<file path="src/rtl/uart_tx_scheduler_pkg.sv">
// Shared types and default constants for the UART transmit scheduler.
// The scheduler and its round-robin arbiter both import this package.
package uart_tx_scheduler_pkg;

  typedef logic [7:0] uart_byte_t;

  typedef enum logic [1:0] {
    IDLE = 2'd0,
    SEND = 2'd1,
    GAP  = 2'd2
  } uart_sched_state_t;

  localparam int UART_MAX_BYTES  = 32;
  localparam int UART_GAP_CYCLES = 16;

endpackage

</file>
<file path="src/rtl/uart_tx_scheduler_rr_arbiter.sv">
// Combinational round-robin picker: the first requester after last_grant wins,
// wrapping modulo N, so the most recently served requester ranks lowest.
module rr_arbiter
  import uart_tx_scheduler_pkg::*;
#(
  parameter int N  = 4,
  parameter int IW = (N > 1) ? $clog2(N) : 1
) (
  input  logic [N-1:0]  req,
  input  logic [IW-1:0] last_grant,
  output logic [IW-1:0] grant_idx,
  output logic          any_req
);

  assign any_req = |req;

  if (N == 1) begin : g_single
    assign grant_idx = '0;
  end else begin : g_multi
    // Scan from the farthest offset down so the nearest requester overwrites last.
    always_comb begin
      int unsigned k;
      grant_idx = last_grant;
      k = 0;
      for (int i = N; i >= 1; i--) begin
        k = (int'(last_grant) + i) % N;
        if (req[k[IW-1:0]]) grant_idx = k[IW-1:0];
      end
    end
  end

endmodule

</file>
<file path="src/rtl/uart_tx_scheduler.sv">
// Shares one uart_tx between N_REQ packet sources; a grant is held for a whole
// packet, and an idle gap follows each packet so the far-end receiver can resync.
module uart_tx_scheduler
  import uart_tx_scheduler_pkg::*;
#(
  parameter int N_REQ      = 4,
  parameter int MAX_BYTES  = UART_MAX_BYTES,
  parameter int GAP_CYCLES = UART_GAP_CYCLES,
  parameter int GID_W      = (N_REQ > 1) ? $clog2(N_REQ) : 1
) (
  input  logic                   clk,
  input  logic                   rst_n,
  input  logic [N_REQ-1:0]       req_valid,
  input  logic [N_REQ-1:0][7:0]  req_data,
  input  logic [N_REQ-1:0]       req_last,
  output logic [N_REQ-1:0]       req_ready,
  output logic [7:0]             tx_data,
  output logic                   tx_valid,
  input  logic                   tx_ready,
  output logic                   busy,
  output logic [GID_W-1:0]       grant_id,
  output logic                   len_err,
  output uart_sched_state_t      dbg_state
);

  localparam int BW = $clog2(MAX_BYTES + 1);
  localparam int GW = (GAP_CYCLES > 0) ? $clog2(GAP_CYCLES + 1) : 1;
  localparam logic [BW-1:0] BYTE_LAST = BW'(MAX_BYTES - 1);
  localparam logic [GW-1:0] GAP_LAST  = GW'((GAP_CYCLES > 0) ? GAP_CYCLES - 1 : 0);

  uart_sched_state_t r_state;
  logic [GID_W-1:0]  r_grant;
  logic [BW-1:0]     r_byte_cnt;
  logic [GW-1:0]     r_gap_cnt;
  logic              r_len_err;

  logic [GID_W-1:0]  w_arb_idx;
  logic              w_any_req;
  logic              w_send;
  logic              w_gnt_valid;
  logic              w_gnt_last;
  uart_byte_t        w_gnt_data;
  logic              w_xfer;
  logic              w_at_max;

  rr_arbiter #(.N(N_REQ), .IW(GID_W)) u_arb (
    .req        (req_valid),
    .last_grant (r_grant),
    .grant_idx  (w_arb_idx),
    .any_req    (w_any_req)
  );

  // Handshake: a byte moves on any clock edge where tx_valid & tx_ready are both
  // high; the granted source sees tx_ready as its req_ready, all others see 0.
  assign w_send      = (r_state == SEND);
  assign w_gnt_valid = req_valid[r_grant];
  assign w_gnt_last  = req_last[r_grant];
  assign w_gnt_data  = req_data[r_grant];
  assign w_xfer      = tx_valid & tx_ready;
  assign w_at_max    = (r_byte_cnt == BYTE_LAST);

  assign tx_valid  = w_send & w_gnt_valid;
  assign tx_data   = w_send ? w_gnt_data : 8'h00;
  assign busy      = (r_state != IDLE);
  assign grant_id  = r_grant;
  assign len_err   = r_len_err;
  assign dbg_state = r_state;

  always_comb begin
    req_ready = '0;
    if (w_send) req_ready[r_grant] = tx_ready;
  end

  always_ff @(posedge clk or negedge rst_n) begin
    if (!rst_n) begin
      r_state    <= IDLE;
      r_grant    <= GID_W'(N_REQ - 1);
      r_byte_cnt <= '0;
      r_gap_cnt  <= '0;
      r_len_err  <= 1'b0;
    end else begin
      r_len_err <= 1'b0;
      case (r_state)
        IDLE: begin
          if (w_any_req) begin
            r_grant <= w_arb_idx;
            r_state <= SEND;
          end
        end
        SEND: begin
          if (w_xfer) begin
            // Release on last, or force it at the byte limit; last on the limit byte is normal.
            if (w_gnt_last || w_at_max) begin
              r_byte_cnt <= '0;
              r_len_err  <= !w_gnt_last;
              r_state    <= (GAP_CYCLES > 0) ? GAP : IDLE;
            end else begin
              r_byte_cnt <= r_byte_cnt + 1'b1;
            end
          end
        end
        GAP: begin
          if (r_gap_cnt == GAP_LAST) begin
            r_gap_cnt <= '0;
            r_state   <= IDLE;
          end else begin
            r_gap_cnt <= r_gap_cnt + 1'b1;
          end
        end
        default: r_state <= IDLE;
      endcase
    end
  end

endmodule

</file>
<file path="config.mk">
export PLATFORM = sky130hd
export DESIGN_NAME = uart_tx_scheduler
export DESIGN_NICKNAME = d
export VERILOG_FILES = /design/src/rtl/uart_tx_scheduler_pkg.sv /design/src/rtl/uart_tx_scheduler_rr_arbiter.sv /design/src/rtl/uart_tx_scheduler.sv
export SDC_FILE = /design/constraint.sdc
export NUM_CORES = 1
export LEC_CHECK = 0
export BUFFER_PORTS_ARGS = -buffer_cell sky130_fd_sc_hd__buf_2
export CAP_MARGIN = 20
export CORE_MARGIN = 4
export CORE_UTILIZATION = 35
export CTS_BUF_LIST = sky130_fd_sc_hd__clkbuf_4 sky130_fd_sc_hd__clkbuf_8 sky130_fd_sc_hd__clkbuf_16
export DETAILED_ROUTE_END_ITERATION = 16
export PLACE_DENSITY = 0.65
export SLEW_MARGIN = 10
export SYNTH_ARGS = -nofsm -noshare
export SYNTH_HDL_FRONTEND = slang
export SYNTH_SLANG_ARGS = --single-unit
</file>
<file path="constraint.sdc">
create_clock -name clk -period 4.1 [get_ports clk]
set_input_delay 0 -clock clk [delete_from_list [all_inputs] [get_ports clk]]
set_output_delay 0 -clock clk [all_outputs]
set_load 0.005 [all_outputs]
</file>
==> flow_summary.json <==
{
  "run_status": "completed",
  "path_max_fanout": 20,
  "min_period_ps": 2250,
  "vias_per_cell": 5.28,
  "drv_slew": 0,
  "clock_skew_ps": 3.22,
  "cts_root_buf": "clkbuf_8",
  "grt.total_usage_pct": 15.2,
  "post-route-worst-setup-slack_ps": 1850,
  "cts_sinks": 16,
  "cts_resized": 0,
  "first_pass_iters": 4,
  "drc": 0,
  "grt_overflow": 0,
  "pwr-share-comb_pct": 55.1,
  "power-per-cell-area_mw_per_mm2": 603,
  "cp-start-kind": "register",
  "row_count": 21,
  "numCtsBuffers": 3,
  "htreeDepth": 1,
  "coreArea_mm2": 0.00347,
  "syn_to_final_growth_pct": 30.4,
  "whs_ps": 193,
  "cts_tree": "done",
  "num_io_pins": 62,
  "dpl.cell_count": 231,
  "clock_power_share_pct": 13.6,
  "drive_above_1_share_pct": 40.5,
  "vias": 1247,
  "syn_nets": 179,
  "multiInputGateArea_um2": 848,
  "syn_area_per_cell_um2": 9.99,
  "io_buffer_count": 61,
  "intPower_mw": 0.615,
  "hpwl_um": 2710,
  "finalWirelength_um": 3370,
  "grt_max_degree": 21,
  "clock_latency_ps": 250,
  "cap_violations": 0,
  "grt_pass1_wl_um": 5450,
  "power_leakage_nw": 0.844,
  "ys_seq_area_share_pct": 31.0,
  "antenna_found_initial": 0,
  "fin_cells": 236,
  "synth_edf_count": 0,
  "synth_cell_type_count": 37,
  "swShare_pct": 39.8,
  "setup_viol": 0,
  "crit_arrival_ps": 2380,
  "clk_pin_slew_ps": 60,
  "ir_worst_vdd_mv": 0.240,
  "setup-tns-final_ps": 0,
  "critPathKind": "register to register",
  "layout_common_cells": "buf_2, dfrtp_1, nand2_1",
  "crit_path_end_kind": "register",
  "switching_power_mw": 0.406,
  "power.share.sequential_pct": 31.3,
  "rsz0062_at_grt": "false",
  "drtIter0Drc": 72,
  "post-route-period-util_pct": 54.8,
  "mostFrequentLayoutCell": "buf_2",
  "wl_per_cell_um": 14.3,
  "timing.slew.headroom_pct": 55.7,
  "ys_warn_count": 0,
  "synthArstFlopShare_pct": 100,
  "syn_area_mm2": 0.00130,
  "nets": 240,
  "die_h_um": 68.9,
  "antenna_left": 0,
  "syn_inst": 130,
  "regArea_um2": 403,
  "initial_utilization_pct": 37.4,
  "finalWeightedCongestion": 0.805,
  "cts_max_path_buffers": 2,
  "critPathRequiredTime_ps": 4240,
  "worstHoldPathType": "input pin to async pin",
  "dieWidth_um": 68.9,
  "worst_pin_slew_ps": 662,
  "dp_slack_ps": 1800,
  "fillers": 338,
  "hold_viol_final": 0,
  "antenna_cells": 0,
  "first_global_vias": 1248,
  "synth_flop_cell": "dfrtp_1",
  "fmax_mhz": 445,
  "synth-seq-cells": 16,
  "dieArea_mm2": 0.00475,
  "power_mw": 1.02
}
[state kept, by name, summed over array words and instances (netlist names)]
signal	count
dbg_state	2
grant_id	2
len_err	1
r_byte_cnt	6
r_gap_cnt	5
[worst max-delay path, cell delays in order, from the launching register on]
cell	delay [ps]
dfstp_2	850
mux4_2	570
nand3_1	330
nor2b_1	110
mux2_2	270
[cells in the mapped netlist (all sizes together), types with 3 or more instances]
cell	number	area share, %
a21oi	5	2.2
and2	9	4.3
and3	6	2.9
buf	3	1.6
clkbuf	3	0.87
dfrtp	14	27
ha	6	5.8
inv	4	1.2
mux2i	5	3.9
mux4	10	18
nand2	11	3.2
nand3	4	1.5
nor2	10	2.9
nor2b	4	1.9
o21ai	10	3.9
[stage by stage]
| step | instance area [µm²] | util, % |
|---|---|---|
| 3_3_place_gp | 1630 | 47.0 |
| 5_1_grt | 1690 | 48.8 |
| 2_1_floorplan | 1300 | - |
| 6_report | 1690 | 48.8 |
| 4_1_cts | 1690 | 48.8 |
| 3_5_place_dp | 1630 | 47.0 |
[final timing paths]
check                             startpoint       endpoint  cells past startpoint  slack, ps
min in group clk                req_valid[0]    grant_id[0]                      4        200
worst min register to register  r_gap_cnt[3]   r_gap_cnt[3]                      1        490
worst max-delay path             grant_id[0]  r_byte_cnt[0]                      4       1850
worst max register to register   grant_id[0]  r_byte_cnt[0]                      4       1850
worst min-delay path                   rst_n  r_byte_cnt[4]                      2        190
max in group asynchronous              rst_n    grant_id[1]                      2       3590
[per-layer routing]
metal / part of all wire [%] / up-vias / GRT usage [%]
met3: 4.4 / 6 / 3.73
met4: 1.3 / 0 / 4.87
li1: - / 608 / -
met2: 56 / 35 / 30.0
met5: 0 / - / 0
met1: 38 / 598 / 15.4
[layout make-up]
type	instances	share of cell area [%]
sequential	16	23.8
tap	46	3.40
timing repair buffer	62	18.6
multi-input combinational	104	50.1
clock buffer	4	3.25
inverter	4	0.886
[logic make-up after synthesis]
family / count (synthesis) / share of synthesized area, %
flip-flops: 16 / 31.0
buffers and inverters: 10 / 3.66
adder cells (fa/ha/maj): 6 / 5.78
multiplexers: 17 / 23.8
XOR/XNOR: 1 / 0.674
AND/OR/NAND/NOR: 53 / 21.6
AO/OA/AOI/OAI: 27 / 13.5
[what timing repair did]
item	in CTS	in global routing
endpoints found under the hold margin	16	0
hold buffers	1	0
setup buffers	0	0
[power by group through the flow]
stage,Sequential (mW),Clock (mW),Combinational (mW)
after floorplan,0.255,0,0.451
final,0.319,0.139,0.563
after global placement,0.316,0,0.547
after global routing,0.336,0.150,0.630
after detailed placement,0.325,0,0.568
after CTS,0.323,0.146,0.570
Power figures use the tool's default switching activity.
